**config.mk**
```make
export PLATFORM = sky130hd
export DESIGN_NAME = load_store_unit_flat
export DESIGN_NICKNAME = d
export VERILOG_FILES = /design/src/rtl/load_store_unit_pkg.sv /design/src/rtl/load_store_unit_if.sv /design/src/rtl/load_store_unit_lane_align.sv /design/src/rtl/load_store_unit.sv /design/src/flat_wrapper.sv
export SDC_FILE = /design/constraint.sdc
export NUM_CORES = 1
export LEC_CHECK = 0
export CAP_MARGIN = 20
export CORE_UTILIZATION = 55
export DETAILED_ROUTE_END_ITERATION = 8
export DONT_BUFFER_PORTS = 1
export GPL_TIMING_DRIVEN = 0
export PLACE_DENSITY = 0.7
export SKIP_LAST_GASP = 1
export SLEW_MARGIN = 10
export SYNTH_ARGS = -nofsm -noshare
export SYNTH_HDL_FRONTEND = slang
export SYNTH_SLANG_ARGS = --single-unit
```
**constraint.sdc**
```tcl
create_clock -name clk -period 3.3 [get_ports clk]
set_input_delay 0.33 -clock clk [delete_from_list [all_inputs] [get_ports clk]]
set_output_delay 0.33 -clock clk [all_outputs]
set_load 0.02 [all_outputs]
```
**src/rtl/load_store_unit_pkg.sv**
```systemverilog
// Shared types for the load/store unit: data/byte-enable widths, FSM states,
// RV32I funct3 width codes and the access-legality check.
// Build option: LSU_MISALIGN_TRAP_EN rejects misaligned halfword/word accesses.
package load_store_unit_pkg;
  typedef logic [31:0] data_t;
  typedef logic [3:0]  byte_en_t;
  typedef enum logic [1:0] {IDLE, REQ, DONE} lsu_state_t;

  localparam logic [2:0] F3_B  = 3'b000;
  localparam logic [2:0] F3_H  = 3'b001;
  localparam logic [2:0] F3_W  = 3'b010;
  localparam logic [2:0] F3_BU = 3'b100;
  localparam logic [2:0] F3_HU = 3'b101;

  // 1 when the access may go to the bus; 0 means reject with err.
  function automatic logic access_ok(input logic is_store, input logic [2:0] f3,
                                     input logic [1:0] a);
    logic ok;
    if (is_store) ok = (f3 == F3_B) || (f3 == F3_H) || (f3 == F3_W);
    else          ok = (f3 == F3_B) || (f3 == F3_H) || (f3 == F3_W) ||
                       (f3 == F3_BU) || (f3 == F3_HU);
`ifdef LSU_MISALIGN_TRAP_EN
    if (((f3 == F3_H) || (f3 == F3_HU)) && a[0]) ok = 1'b0;
    if ((f3 == F3_W) && (a != 2'b00))            ok = 1'b0;
`else
    if (a == 2'b11) ok = ok;  // alignment bits are ignored in this build
`endif
    return ok;
  endfunction
endpackage

```
**src/rtl/load_store_unit_if.sv**
```systemverilog
// Data-memory bus: master = load/store unit, slave = memory.
interface load_store_unit_if;
  import load_store_unit_pkg::*;
  logic     mem_req;
  logic     mem_we;
  data_t    mem_addr;
  byte_en_t mem_be;
  data_t    mem_wdata;
  logic     mem_ready;
  data_t    mem_rdata;

  modport master (output mem_req, mem_we, mem_addr, mem_be, mem_wdata,
                  input  mem_ready, mem_rdata);
  modport slave  (input  mem_req, mem_we, mem_addr, mem_be, mem_wdata,
                  output mem_ready, mem_rdata);
endinterface

```
**src/rtl/load_store_unit_lane_align.sv**
```systemverilog
// Combinational lane steering: store byte enables / replicated write data,
// and extraction plus sign/zero extension of load data.
module lsu_lane_align
  import load_store_unit_pkg::*;
(
  input  logic [2:0] i_funct3,
  input  logic [1:0] i_addr_lo,
  input  data_t      i_store_data,
  input  data_t      i_rdata,
  output byte_en_t   o_be,
  output data_t      o_wdata,
  output data_t      o_load_val
);
  logic [7:0]  w_byte;
  logic [15:0] w_half;

  // Store side: width is funct3[1:0]; halfwords look at addr[1] only.
  always_comb begin
    o_be    = 4'b1111;
    o_wdata = i_store_data;
    case (i_funct3[1:0])
      2'b00: begin
        o_be    = 4'b0001 << i_addr_lo;
        o_wdata = {4{i_store_data[7:0]}};
      end
      2'b01: begin
        o_be    = 4'b0011 << {i_addr_lo[1], 1'b0};
        o_wdata = {2{i_store_data[15:0]}};
      end
      default: ;
    endcase
  end

  // Load side: pick the lane, then extend by funct3.
  always_comb begin
    w_byte     = i_rdata[8*i_addr_lo +: 8];
    w_half     = i_addr_lo[1] ? i_rdata[31:16] : i_rdata[15:0];
    o_load_val = i_rdata;
    case (i_funct3)
      F3_B:    o_load_val = {{24{w_byte[7]}}, w_byte};
      F3_H:    o_load_val = {{16{w_half[15]}}, w_half};
      F3_BU:   o_load_val = {24'd0, w_byte};
      F3_HU:   o_load_val = {16'd0, w_half};
      default: ;
    endcase
  end
endmodule

```
**src/rtl/load_store_unit.sv**
```systemverilog
// Multicycle load/store stage: one handshaked data-memory access per start,
// completion signalled by a done/err pulse. Build option LSU_MISALIGN_TRAP_EN
// (see package) turns misaligned halfword/word accesses into rejections.
module load_store_unit
  import load_store_unit_pkg::*;
(
  input  logic       clk,
  input  logic       reset,
  input  logic       i_start,
  input  logic       i_is_store,
  input  logic [2:0] i_funct3,
  input  data_t      i_addr,
  input  data_t      i_store_data,
  output logic       o_busy,
  output logic       o_done,
  output logic       o_err,
  output data_t      o_load_data,
  load_store_unit_if.master mem
);
  lsu_state_t r_state;
  logic       r_is_store;
  logic [2:0] r_funct3;
  data_t      r_addr;
  data_t      r_store_data;
  logic       r_err;
  data_t      r_load_data;
  byte_en_t   w_be;
  data_t      w_wdata;
  data_t      w_load_val;
  logic       w_req;

  lsu_lane_align u_align (
    .i_funct3     (r_funct3),
    .i_addr_lo    (r_addr[1:0]),
    .i_store_data (r_store_data),
    .i_rdata      (mem.mem_rdata),
    .o_be         (w_be),
    .o_wdata      (w_wdata),
    .o_load_val   (w_load_val)
  );

  // Control FSM and all captured request/response state.
  always_ff @(posedge clk or posedge reset) begin
    if (reset) begin
      r_state      <= IDLE;
      r_is_store   <= 1'b0;
      r_funct3     <= 3'd0;
      r_addr       <= '0;
      r_store_data <= '0;
      r_err        <= 1'b0;
      r_load_data  <= '0;
    end else begin
      case (r_state)
        IDLE: if (i_start) begin
          r_is_store   <= i_is_store;
          r_funct3     <= i_funct3;
          r_addr       <= i_addr;
          r_store_data <= i_store_data;
          if (access_ok(i_is_store, i_funct3, i_addr[1:0])) begin
            r_err   <= 1'b0;
            r_state <= REQ;
          end else begin
            r_err   <= 1'b1;
            r_state <= DONE;
            if (!i_is_store) r_load_data <= '0;
          end
        end
        REQ: if (mem.mem_ready) begin
          if (!r_is_store) r_load_data <= w_load_val;
          r_state <= DONE;
        end
        DONE:    r_state <= IDLE;
        default: r_state <= IDLE;
      endcase
    end
  end

  // Bus outputs come straight from captured registers, so they hold while
  // waiting; they are zeroed outside REQ and drop with an async reset.
  assign w_req         = (r_state == REQ);
  assign mem.mem_req   = w_req;
  assign mem.mem_we    = w_req & r_is_store;
  assign mem.mem_addr  = w_req ? {r_addr[31:2], 2'b00} : '0;
  assign mem.mem_be    = w_req ? w_be : '0;
  assign mem.mem_wdata = (w_req & r_is_store) ? w_wdata : '0;

  assign o_busy      = (r_state != IDLE);
  assign o_done      = (r_state == DONE);
  assign o_err       = (r_state == DONE) & r_err;
  assign o_load_data = r_load_data;
endmodule
```
**src/flat_wrapper.sv**
```systemverilog
// flat-port wrapper written by rule: the top's interface ports become plain ports
module load_store_unit_flat import load_store_unit_pkg::*;
  (clk, reset, i_start, i_is_store, i_funct3, i_addr, i_store_data, o_busy, o_done, o_err, o_load_data, mem_mem_req, mem_mem_we, mem_mem_addr, mem_mem_be, mem_mem_wdata, mem_mem_ready, mem_mem_rdata);
  load_store_unit_if mem_i ();
  input  logic clk;
  input  logic reset;
  input  logic i_start;
  input  logic i_is_store;
  input  logic [2:0] i_funct3;
  input  data_t i_addr;
  input  data_t i_store_data;
  output logic o_busy;
  output logic o_done;
  output logic o_err;
  output data_t o_load_data;
  output wire logic [$bits(mem_i.mem_req)-1:0] mem_mem_req;
  output wire logic [$bits(mem_i.mem_we)-1:0] mem_mem_we;
  output wire logic [$bits(mem_i.mem_addr)-1:0] mem_mem_addr;
  output wire logic [$bits(mem_i.mem_be)-1:0] mem_mem_be;
  output wire logic [$bits(mem_i.mem_wdata)-1:0] mem_mem_wdata;
  input wire logic [$bits(mem_i.mem_ready)-1:0] mem_mem_ready;
  input wire logic [$bits(mem_i.mem_rdata)-1:0] mem_mem_rdata;
  assign mem_mem_req = mem_i.mem_req;
  assign mem_mem_we = mem_i.mem_we;
  assign mem_mem_addr = mem_i.mem_addr;
  assign mem_mem_be = mem_i.mem_be;
  assign mem_mem_wdata = mem_i.mem_wdata;
  assign mem_i.mem_ready = mem_mem_ready;
  assign mem_i.mem_rdata = mem_mem_rdata;
  load_store_unit u_core (.clk(clk), .reset(reset), .i_start(i_start), .i_is_store(i_is_store), .i_funct3(i_funct3), .i_addr(i_addr), .i_store_data(i_store_data), .o_busy(o_busy), .o_done(o_done), .o_err(o_err), .o_load_data(o_load_data), .mem(mem_i));
endmodule
```
== After elaboration in Yosys (flattened, before gate mapping) ==
Cells that the tools add are included.

* Equal/unequal tests: 15
* Bitwise operators: 2
* Reduce and logical (&&, ||, !) cells: 13
* Shift-type cells: 3
* Multiplexer cells: 21

{| class="wikitable"
|+ Operators by type and width
! cell !! count
|-
| 2-to-1 mux 32 bit || 7
|-
| case mux 32 bit (2 select lines) || 2
|-
| case mux 32 bit (4 select lines) || 1
|-
| variable part select 32 x 6 -> 8 bit || 1
|-
| 2-to-1 mux 16 bit || 1
|-
| equality test 3 bit (second input constant) || 4
|-
| != test 2 bit (second input constant) || 5
|-
| case mux 4 bit (2 select lines) || 1
|-
| equality test 3 x 1 -> 1 bit (second input constant) || 2
|-
| logical NOT 3 bit || 2
|-
| 2-to-1 mux 2 bit || 3
|-
| AND reduction 6 bit || 1
|-
| equality test 2 x 1 -> 1 bit (second input constant) || 2
|-
| logical NOT 2 bit || 2
|-
| logical OR 1 bit || 4
|-
| 2-to-1 mux 1 bit || 4
|-
| 2-to-1 mux 4 bit || 1
|-
| case mux 2 bit (2 select lines) || 1
|-
| AND reduction 2 bit || 2
|-
| nonzero test 2 bit || 2
|-
| << shifter 1 x 2 -> 4 bit (first input constant) || 1
|-
| << shifter 2 x 2 -> 4 bit (first input constant) || 1
|-
| equality test 3 x 2 -> 1 bit (second input constant) || 1
|-
| bitwise AND 1 bit || 2
|-
| equality test 2 bit (second input constant) || 1
|}

* Bits of input ports: 104
* Logic and storage cells: 61
* Output and inout bits: 105
* Register bits: 103

== Depth between registers and ports, before layout ==
Gate-level depths: netlist (run 1).

* Depth in word-level cells: 11
* Mapped depth: 7
* Gate-level depth less buffers: 5

== Cells and area by module ==
From an unflattened synthesis (run 1), not the netlist that was laid out.

* Cell total of the unflattened synthesis: 533
* Area, all modules: 5828.1 µm²

{| class="wikitable"
|+ Modules (own cells, without submodules)
! module !! cells an instance !! area each (µm²) !! times used !! sequential area each (µm²)
|-
| load_store_unit || 351 || 4521.8 || 1 || 2577.5
|-
| lsu_lane_align || 182 || 1306.3 || 1 || 0.0
|}

== Worst setup path after synthesis (run 1) ==
No wires, ideal clock.

* Path kind: register -> output
* From: register u_core.r_state[1]
* To: output port mem_mem_wdata[13]
* Path slack: 1.456 ns
* Buffers on the path: 2
* Data required time: 2.970 ns
* Cell stages (with the launch flop): 7
* Arrival time: 1.514 ns
* Path through: dfrtp_1 > nand2b_1 > inv_1 > buf_2 > nand2_1 > buf_2 > a21oi_1

* Word-level cells in the longest chain between the ends: 3

{| class="wikitable"
|+ RTL lines
! what !! RTL line !! RTL
|-
| from (decl) || load_store_unit.sv:20 || <nowiki>lsu_state_t r_state;</nowiki>
|-
| from (signal assigned) || load_store_unit.sv:45 || <nowiki>r_state <= IDLE;</nowiki>
|-
| from (signal assigned) || load_store_unit.sv:61 || <nowiki>r_state <= REQ;</nowiki>
|-
| from (signal assigned) || load_store_unit.sv:64 || <nowiki>r_state <= DONE;</nowiki>
|-
| equality test 2 x 1 -> 1 bit || load_store_unit.sv:80 || <nowiki>assign w_req = (r_state == REQ);</nowiki>
|-
| bitwise AND 1 bit || load_store_unit.sv:85 || <nowiki>assign mem.mem_wdata = (w_req & r_is_store) ? w_wdata : '0;</nowiki>
|-
| 2-to-1 mux 32 bit || load_store_unit.sv:85 ||
|-
| to (decl) || flat_wrapper.sv:20 || <nowiki>output wire logic [$bits(mem_i.mem_wdata)-1:0] mem_mem_wdata;</nowiki>
|}

Every way passes these cells.

== Worst setup path in the final report (run 1) ==
* From: register u_core.r_state[1]
* To: output port mem_mem_wdata[14]

Same word-level chain as after synthesis.

==> metrics.txt, run 1 <==
# TYPE chip_impl_metric gauge
chip_impl_metric{name="insertion_delay",unit="ns"} 0.36
chip_impl_info{name="hold_start",value="mem_mem_ready"} 1
chip_impl_metric{name="synth_warnings",unit=""} 0
chip_impl_metric{name="setup_violations",unit=""} 0
chip_impl_metric{name="synth_enable_flop_cells",unit=""} 0
chip_impl_metric{name="post_synth.cell_area_avg",unit="sq um"} 11.2
chip_impl_metric{name="mean_number_of_vias_per_cell",unit=""} 5.93
chip_impl_metric{name="final_max_slew_viol_count",unit=""} 0
chip_impl_metric{name="die-width",unit="um"} 100
chip_impl_info{name="critical_path.cell_chain",value="nand2b_1, inv_1, buf_2, nand2_1, buf_2, a21oi_1"} 1
chip_impl_metric{name="worstPathRequired",unit="ns"} 2.97
chip_impl_metric{name="ir_drop",unit="uV"} 346
chip_impl_metric{name="cp.arrival",unit="ns"} 2.42
chip_impl_metric{name="final.min_clock_period",unit="ns"} 2.75
chip_impl_metric{name="ioPinCount",unit=""} 209
chip_impl_metric{name="core.rowCount",unit=""} 35
chip_impl_info{name="cts_root_buffer",value="sky130_fd_sc_hd__clkbuf_8"} 1
chip_impl_metric{name="pin_count_of_the_biggest_net_entering_global_routing",unit=""} 54
chip_impl_metric{name="dpl.hpwl",unit="um"} 9980
chip_impl_info{name="crit_path_end_kind",value="output pin"} 1
chip_impl_metric{name="floorplan.core_area",unit="sq um"} 9330
chip_impl_metric{name="floorplan.initialDensity",unit="%"} 57.1
chip_impl_info{name="start_kind",value="flop"} 1
chip_impl_info{name="critPathSlowestCell",value="sky130_fd_sc_hd__a21oi_1"} 1
chip_impl_metric{name="post_synth_instance_area",unit="sq um"} 5330
chip_impl_metric{name="power_density_over_the_cells",unit="nW/um^2"} 813
chip_impl_info{name="r2r-start",value="u_core.r_state[1]"} 1
chip_impl_metric{name="post_synth_fa_ha_maj_area_fraction",unit="%"} 0
chip_impl_metric{name="antenna_violations_before_repair",unit=""} 0
chip_impl_metric{name="synth_async_sr_flop_share",unit="%"} 100
chip_impl_metric{name="worst-r2r-setup-slack",unit="ns"} 1.26
chip_impl_metric{name="dieArea",unit="sq um"} 10100
chip_impl_metric{name="power.static_leakage",unit="nW"} 2.53
chip_impl_metric{name="detail_route.wl_per_cell",unit="um"} 21.3
chip_impl_metric{name="ys_seq_area_share",unit="%"} 48.4
chip_impl_info{name="cp_common_cell",value="sky130_fd_sc_hd__buf_2"} 1
chip_impl_metric{name="gpl.final_weighted_congestion",unit=""} 0.845
chip_impl_metric{name="dr.pass1.iters",unit=""} 4
chip_impl_metric{name="cts-buffers-inserted",unit=""} 9
chip_impl_info{name="critPathTopFamily",value="buffers and inverters"} 1
chip_impl_info{name="mostFrequentLayoutCells",value="sky130_fd_sc_hd__dfrtp_1, sky130_fd_sc_hd__mux2_2, sky130_fd_sc_hd__nor2_1"} 1
chip_impl_metric{name="critical_path.max_stage_delay",unit="ns"} 0.44
chip_impl_info{name="most_frequent_standard_cell_in_the_layout_excluding_fill_and_tap_cells",value="sky130_fd_sc_hd__dfrtp_1"} 1
chip_impl_info{name="post_synth_top_area_cell",value="sky130_fd_sc_hd__dfrtp_1"} 1
chip_impl_metric{name="max-clock-path-buffers",unit=""} 2
chip_impl_info{name="synth_top_family_by_area",value="multiplexers"} 1
chip_impl_metric{name="slew_headroom",unit="%"} 54.0
chip_impl_metric{name="tightestPinTransition",unit="ns"} 0.689
chip_impl_metric{name="yosys.cell_types.count",unit=""} 47
chip_impl_metric{name="grt_pass1_vias",unit=""} 3720
chip_impl_metric{name="cts_sinks",unit=""} 103
chip_impl_info{name="tritoncts",value="yes"} 1
chip_impl_metric{name="port_buffers",unit=""} 0
chip_impl_info{name="synthTopCellsByArea",value="sky130_fd_sc_hd__dfrtp_1, sky130_fd_sc_hd__mux2_2, sky130_fd_sc_hd__and2_1"} 1
chip_impl_metric{name="cp_num_buf_inv",unit=""} 3
chip_impl_metric{name="synth_top_area_share",unit="%"} 48.4
chip_impl_metric{name="synth.mux.area_fraction",unit="%"} 18.1
chip_impl_metric{name="number_of_storage_elements_in_the_synthesis_netlist",unit=""} 103
chip_impl_metric{name="cap_violations",unit=""} 0
chip_impl_metric{name="fin_util",unit="%"} 61.5
chip_impl_metric{name="hold-worst-slack",unit="ns"} 0.0693
chip_impl_info{name="outcome",value="finished clean"} 1
chip_impl_metric{name="clock_skew",unit="ns"} 0.00878
chip_impl_metric{name="synthesis.instances",unit=""} 477
chip_impl_info{name="critPathKind",value="reg -> out"} 1
chip_impl_metric{name="antenna_cells",unit=""} 0
chip_impl_metric{name="period_share",unit="%"} 83.5
chip_impl_metric{name="hold_violations",unit=""} 0
chip_impl_metric{name="cts_h_tree_depth",unit=""} 3
chip_impl_metric{name="post_route_cells_drive_above_1_share",unit="%"} 27.4
chip_impl_info{name="holdCritPathClass",value="in -> reg"} 1
chip_impl_metric{name="drt_wl_total",unit="um"} 13300
chip_impl_metric{name="grt.total_usage",unit="%"} 26.5
chip_impl_metric{name="vias",unit=""} 3708
chip_impl_info{name="synth_flop_cell",value="sky130_fd_sc_hd__dfrtp_1"} 1
chip_impl_metric{name="synthToLayoutAreaGrowth",unit="%"} 7.80
chip_impl_metric{name="drc",unit=""} 0
chip_impl_metric{name="yosys.area_share.simple",unit="%"} 14.6
chip_impl_metric{name="worst_setup_hold_path_clk_slew",unit="ns"} 0.10
chip_impl_info{name="rsz0062_at_grt",value="false"} 1
chip_impl_metric{name="grt-ovfl-total",unit=""} 0
chip_impl_metric{name="first_pass_grt_wire_length",unit="um"} 20100
chip_impl_metric{name="antenna_violating_nets_post_route",unit=""} 0
chip_impl_metric{name="area_fraction_in_compound_gates_after_synthesis",unit="%"} 13.4
chip_impl_metric{name="die_y",unit="um"} 100
chip_impl_metric{name="drt-initial-drc-count",unit=""} 152
chip_impl_metric{name="yosys.area_share.xor_xnor",unit="%"} 0
chip_impl_info{name="crit_start",value="u_core.r_state[1]"} 1
chip_impl_metric{name="finalNetCount",unit=""} 595
chip_impl_metric{name="cts_resized",unit=""} 0
chip_impl_metric{name="critPathMaxFanout",unit=""} 10
chip_impl_metric{name="clock.fmax",unit="MHz"} 363
layer usage:
metal	track usage [%]	vias up	routed length, um
met5	0	-	0
met2	45.2	167	6710
met3	10.3	4	1300
met4	5.69	0	56
li1	-	1698	-
met1	31.9	1839	5270
per-stage QoR:
stage / cell area (sq um) / instances / total power, mW / setup WS, ns / setup TNS, ns
final: 5740 / 625 / 4.67 / 0.545 / 0
after global routing: 5740 / 625 / 4.92 / 0.373 / 0
after CTS: 5740 / 625 / 4.70 / 0.496 / 0
after detailed placement: 5520 / 608 / 3.87 / 0.898 / 0
after global placement: 5490 / 607 / 3.80 / -0.809 / -82.86
after floorplan: 5330 / 478 / 3.48 / 0.266 / 0
cell families after synthesis:
family                 Yosys count
AO/OA/AOI/OAI                   96
other                            1
buffers and inverters           47
AND/OR/NAND/NOR                144
multiplexers                    86
flip-flops                     103
power by group:
part / total (mW) / internal, mW / switching [mW] / leakage [nW]
Sequential: 2.24 / 1.70 / 0.537 / 1.26
Clock: 0.829 / 0.380 / 0.448 / 0.102
Combinational: 1.60 / 0.720 / 0.885 / 1.16
area by class of cell:
type | instances | area, sq um
Tap cell | 129 | 161
Clock inverter | 5 | 66.3
Multi-Input combinational cell | 328 | 2460
Timing Repair Buffer | 2 | 37.5
Fill cell | 798 | 3590
Clock buffer | 11 | 141
Buffer | 38 | 253
Inverter | 9 | 38.8
Sequential cell | 103 | 2580
cells in the mapped netlist (7+ instances only):
cell                         n
sky130_fd_sc_hd__mux2i_1    18
sky130_fd_sc_hd__and3_1      8
sky130_fd_sc_hd__inv_1       9
sky130_fd_sc_hd__a21oi_1    23
sky130_fd_sc_hd__a221o_1    17
sky130_fd_sc_hd__and2_1     32
sky130_fd_sc_hd__mux2_2     65
sky130_fd_sc_hd__buf_2      16
sky130_fd_sc_hd__dfrtp_1   103
sky130_fd_sc_hd__o21ai_0    23
sky130_fd_sc_hd__nor2b_1     7
sky130_fd_sc_hd__nand2_1    35
sky130_fd_sc_hd__clkbuf_1    7
sky130_fd_sc_hd__nor2_1     39
worst paths after layout:
path / endpoint / cells past startpoint
setup reg to reg: u_core.o_load_data[3] / 6
max in group asynchronous: u_core.o_load_data[8] / 3
hold / removal: u_core.r_state[0] / 1
min in group asynchronous: u_core.r_store_data[26] / 2
hold reg to reg: u_core.r_state[1] / 1
setup / recovery: mem_mem_wdata[14] / 6
what timing repair did:
item	in CTS	in global routing
endpoints found under the hold margin	50	0
setup buffers	0	0
hold buffers	1	0
flip-flops by register name (all words and copies together), names as in the netlist:
signal	count
u_core.r_is_store	1
u_core.r_err	1
u_core.r_funct3	3
u_core.r_addr	32
u_core.r_store_data	32
u_core.r_state	2
u_core.o_load_data	32
Power figures use the tool's default switching activity.
==> run 2: changes to the inputs <==
--- a/config.mk
+++ b/config.mk
@@ -5,12 +5,13 @@
 export SDC_FILE = /design/constraint.sdc
 export NUM_CORES = 1
 export LEC_CHECK = 0
+export ABC_AREA = 1
 export CAP_MARGIN = 20
 export CORE_UTILIZATION = 55
 export DETAILED_ROUTE_END_ITERATION = 8
 export DONT_BUFFER_PORTS = 1
 export GPL_TIMING_DRIVEN = 0
-export PLACE_DENSITY = 0.7
+export PLACE_DENSITY = 0.73
 export SKIP_LAST_GASP = 1
 export SLEW_MARGIN = 10
 export SYNTH_ARGS = -nofsm -noshare
==> constraint.sdc (replaced) <==
create_clock -name clk -period 2.22 [get_ports clk]
set_input_delay 0.222 -clock clk [delete_from_list [all_inputs] [get_ports clk]]
set_output_delay 0.222 -clock clk [all_outputs]
set_load 0.02 [all_outputs]
==> metrics.txt, run 2 <==
# TYPE chip_impl_metric gauge
chip_impl_info{name="outcome",value="finished, violations left"} 1
chip_impl_info{name="violations",value="hold timing"} 1
chip_impl_info{name="synth_flop_cell",value="sky130_fd_sc_hd__dfrtp_1"} 1
chip_impl_metric{name="critPathMaxFanout",unit=""} 10
chip_impl_info{name="synth_top_family_by_area",value="simple AND/OR/NAND/NOR gates"} 1
chip_impl_metric{name="worst_r2r_path_depth",unit=""} 8
chip_impl_info{name="post_synth_top_area_cell",value="sky130_fd_sc_hd__dfrtp_1"} 1
chip_impl_info{name="synthTopCellsByArea",value="sky130_fd_sc_hd__dfrtp_1, sky130_fd_sc_hd__nand2_1, sky130_fd_sc_hd__nor2_1"} 1
chip_impl_metric{name="floorplan.core_area",unit="sq um"} 9280
chip_impl_metric{name="cts_h_tree_depth",unit=""} 3
chip_impl_metric{name="post_synth.cell_area_avg",unit="sq um"} 7.48
chip_impl_metric{name="cts_sinks",unit=""} 103
chip_impl_metric{name="netSwitchingPower",unit="mW"} 4.53
chip_impl_metric{name="tightestPinTransition",unit="ns"} 0.777
chip_impl_metric{name="worst-r2r-setup-slack",unit="ns"} 0.32
chip_impl_metric{name="number_of_storage_elements_in_the_synthesis_netlist",unit=""} 103
chip_impl_metric{name="power.static_leakage",unit="nW"} 3.17
chip_impl_metric{name="post_synth_instance_area",unit="sq um"} 5310
chip_impl_metric{name="floorplan.initialDensity",unit="%"} 57.2
chip_impl_metric{name="drt_wl_total",unit="um"} 15100
chip_impl_metric{name="placed_cells_incl_taps",unit=""} 842
chip_impl_metric{name="port_buffers",unit=""} 0
chip_impl_metric{name="report.power.total",unit="mW"} 9.10
chip_impl_info{name="r2r-start",value="u_core.r_state[0]"} 1
chip_impl_metric{name="area_fraction_in_compound_gates_after_synthesis",unit="%"} 11.5
chip_impl_metric{name="synth.mux.area_fraction",unit="%"} 3.39
chip_impl_metric{name="post_route_cells_drive_above_1_share",unit="%"} 13.9
chip_impl_metric{name="antenna_cells",unit=""} 0
chip_impl_metric{name="worst_setup_hold_path_clk_slew",unit="ns"} 0.10
chip_impl_metric{name="worstPathRequired",unit="ns"} 2.00
chip_impl_metric{name="grt-ovfl-total",unit=""} 0
chip_impl_metric{name="hold_path_depth",unit=""} 2
chip_impl_info{name="most_frequent_standard_cell_in_the_layout_excluding_fill_and_tap_cells",value="sky130_fd_sc_hd__nand2_1"} 1
chip_impl_metric{name="yosys.area_share.xor_xnor",unit="%"} 0
chip_impl_metric{name="pwr-share-comb",unit="%"} 49.7
chip_impl_metric{name="grt_pass1_vias",unit=""} 4886
chip_impl_metric{name="synth_enable_flop_cells",unit=""} 0
chip_impl_info{name="post_synth_most_frequent_cells",value="sky130_fd_sc_hd__nand2_1, sky130_fd_sc_hd__nor2_1, sky130_fd_sc_hd__dfrtp_1, sky130_fd_sc_hd__a21oi_1, sky130_fd_sc_hd__inv_1"} 1
chip_impl_metric{name="hold_violations",unit=""} 4
chip_impl_metric{name="pin_count_of_the_biggest_net_entering_global_routing",unit=""} 37
chip_impl_metric{name="mean_number_of_vias_per_cell",unit=""} 5.62
chip_impl_info{name="critPathKind",value="reg -> out"} 1
chip_impl_metric{name="hold-worst-slack",unit="ns"} -0.00432
chip_impl_info{name="mostFrequentLayoutCells",value="sky130_fd_sc_hd__nand2_1, sky130_fd_sc_hd__nor2_1, sky130_fd_sc_hd__dfrtp_1"} 1
chip_impl_metric{name="cell_internal_pwr",unit="mW"} 4.57
chip_impl_info{name="holdCritPathClass",value="in -> reg"} 1
chip_impl_metric{name="die-width",unit="um"} 100
chip_impl_metric{name="insertion_delay",unit="ns"} 0.38
chip_impl_metric{name="post_synth_fa_ha_maj_area_fraction",unit="%"} 0
chip_impl_metric{name="clock_skew",unit="ns"} 0.0181
chip_impl_metric{name="switching_fraction_of_total_power",unit="%"} 49.8
chip_impl_info{name="crit_path_end_kind",value="output pin"} 1
chip_impl_metric{name="antenna_violations_before_repair",unit=""} 0
chip_impl_metric{name="first_pass_grt_wire_length",unit="um"} 23400
chip_impl_metric{name="seq_power_share",unit="%"} 36.8
chip_impl_metric{name="slew_headroom",unit="%"} 48.1
chip_impl_metric{name="gpl.final_weighted_congestion",unit=""} 0.932
chip_impl_metric{name="final.min_clock_period",unit="ns"} 2.17
chip_impl_metric{name="vias",unit=""} 4966
chip_impl_metric{name="max-clock-path-buffers",unit=""} 2
chip_impl_metric{name="synth_warnings",unit=""} 0
chip_impl_metric{name="power_density_over_the_cells",unit="nW/um^2"} 1480
chip_impl_info{name="tritoncts",value="yes"} 1
chip_impl_metric{name="dieArea",unit="sq um"} 10100
chip_impl_metric{name="cts-buffers-inserted",unit=""} 9
chip_impl_metric{name="grt.total_usage",unit="%"} 30.2
chip_impl_metric{name="final_max_slew_viol_count",unit=""} 0
chip_impl_metric{name="detail_route.wl_per_cell",unit="um"} 17.2
chip_impl_info{name="cts_root_buffer",value="sky130_fd_sc_hd__clkbuf_8"} 1
chip_impl_metric{name="fillers",unit=""} 847
chip_impl_metric{name="register_area",unit="sq um"} 2580
chip_impl_metric{name="antenna_violating_nets_post_route",unit=""} 0
chip_impl_metric{name="drc",unit=""} 0
chip_impl_metric{name="power_frac_clock",unit="%"} 13.6
chip_impl_info{name="start_kind",value="flop"} 1
chip_impl_metric{name="synthesis.instances",unit=""} 710
chip_impl_metric{name="post_layout_nonfiller_instances",unit=""} 883
chip_impl_metric{name="ir_drop",unit="uV"} 743
chip_impl_metric{name="yosys.cell_types.count",unit=""} 24
chip_impl_metric{name="synth_top_area_share",unit="%"} 48.5
chip_impl_metric{name="dr.pass1.iters",unit=""} 5
chip_impl_metric{name="ys_seq_area_share",unit="%"} 48.5
chip_impl_info{name="rsz0062_at_grt",value="true"} 1
chip_impl_metric{name="placed_cell_area",unit="sq um"} 5520
chip_impl_metric{name="setup_violations",unit=""} 0
chip_impl_metric{name="dpl.hpwl",unit="um"} 11200
chip_impl_metric{name="core.rowCount",unit=""} 35
chip_impl_metric{name="synthToLayoutAreaGrowth",unit="%"} 15.4
chip_impl_metric{name="yosys.area_share.simple",unit="%"} 26.5
chip_impl_metric{name="ioPinCount",unit=""} 209
chip_impl_metric{name="cp.arrival",unit="ns"} 1.95
chip_impl_metric{name="finalNetCount",unit=""} 854
chip_impl_metric{name="die_y",unit="um"} 100
chip_impl_info{name="worst_r2r_endpoint",value="u_core.o_load_data[0]"} 1
chip_impl_metric{name="clock.fmax",unit="MHz"} 461
chip_impl_metric{name="final_area",unit="sq um"} 6130
chip_impl_metric{name="multi_input_combinational_cell_area",unit="sq um"} 2350
chip_impl_metric{name="period_share",unit="%"} 97.7
chip_impl_info{name="synth_most_common_cell",value="sky130_fd_sc_hd__nand2_1"} 1
chip_impl_info{name="worstHoldEndpoint",value="u_core.r_addr[14]"} 1
chip_impl_metric{name="cap_violations",unit=""} 0
chip_impl_info{name="hold_start",value="i_addr[14]"} 1
chip_impl_metric{name="synth_async_sr_flop_share",unit="%"} 100
chip_impl_metric{name="drt-initial-drc-count",unit=""} 255
## run 2: cell families after synthesis
family	after synthesis
other	1
buffers and inverters	123
multiplexers	16
flip-flops	103
AO/OA/AOI/OAI	118
AND/OR/NAND/NOR	349
## run 2: area by class of cell
class	count	area share (%)
well taps	129	2.63
repair buffers	28	4.90
clock buffers	11	2.31
plain buffers	45	3.98
multi-input cells	485	38.3
flip-flops and latches	103	42.0
clock inverters	4	0.898
inverters	78	4.90
## run 2: power by group through the flow
| stage | clock [mW] | sequential, mW | combinational [mW] |
|---|---|---|---|
| floorplan | 0 | 3.23 | 3.35 |
| global placement | 0 | 3.34 | 4.08 |
| detailed placement | 0 | 3.37 | 4.21 |
| CTS | 1.23 | 3.33 | 4.40 |
| global route | 1.31 | 3.42 | 5.02 |
| finish | 1.23 | 3.34 | 4.52 |
## run 2: worst max path at each step
| stage | cells after the start | end | startpoint | slack [ns] |
|---|---|---|---|---|
| 2_1_floorplan | 6 | mem_mem_wdata[31] | u_core.r_funct3[1] | 0.49 |
| 5_1_grt | 4 | mem_mem_be[0] | u_core.r_state[1] | -0.05 |
| 6_report | 4 | mem_mem_be[2] | u_core.r_state[1] | 0.05 |
| 3_3_place_gp | 6 | mem_mem_wdata[15] | u_core.r_funct3[1] | 0.16 |
| 4_1_cts | 6 | mem_mem_be[1] | u_core.r_funct3[1] | -0.06 |
| 3_5_place_dp | 6 | mem_mem_wdata[15] | u_core.r_funct3[1] | 0.14 |
## run 2: worst max-delay path, cell delays in order, from the launching register on
cell	delay, ns
sky130_fd_sc_hd__dfrtp_1	0.43
sky130_fd_sc_hd__inv_2	0.11
sky130_fd_sc_hd__nand2_1	0.26
sky130_fd_sc_hd__clkbuf_1	0.34
sky130_fd_sc_hd__nor2_1	0.42
## run 2: per-layer routing
metal  wire length (um)  vias to the layer above  GRT usage [%]
li1                   -                     2304              -
met1               5640                     2355           35.7
met2               7520                      271           51.2
met3               1550                       36           8.57
met4                426                        0           13.5
met5                  0                        -              0
## run 2: what timing repair did
item                                   CTS  global route
endpoints found under the hold margin   54             5
gates resized for setup                 29            15
setup buffers                            0             0
gates cloned                             0             0
hold buffers                            21             5
setup endpoints to repair               26            22
pin swaps                                2             3
## run 2: stage by stage
stage	setup TNS [ns]	utilization (%)	setup slack (ns)
finish	0	66.0	0.0512
global route	-0.277	66.0	-0.0473
CTS	-0.112	64.9	-0.0607
detailed placement	0	59.5	0.139
global placement	0	59.0	0.164
floorplan	0	-	0.491
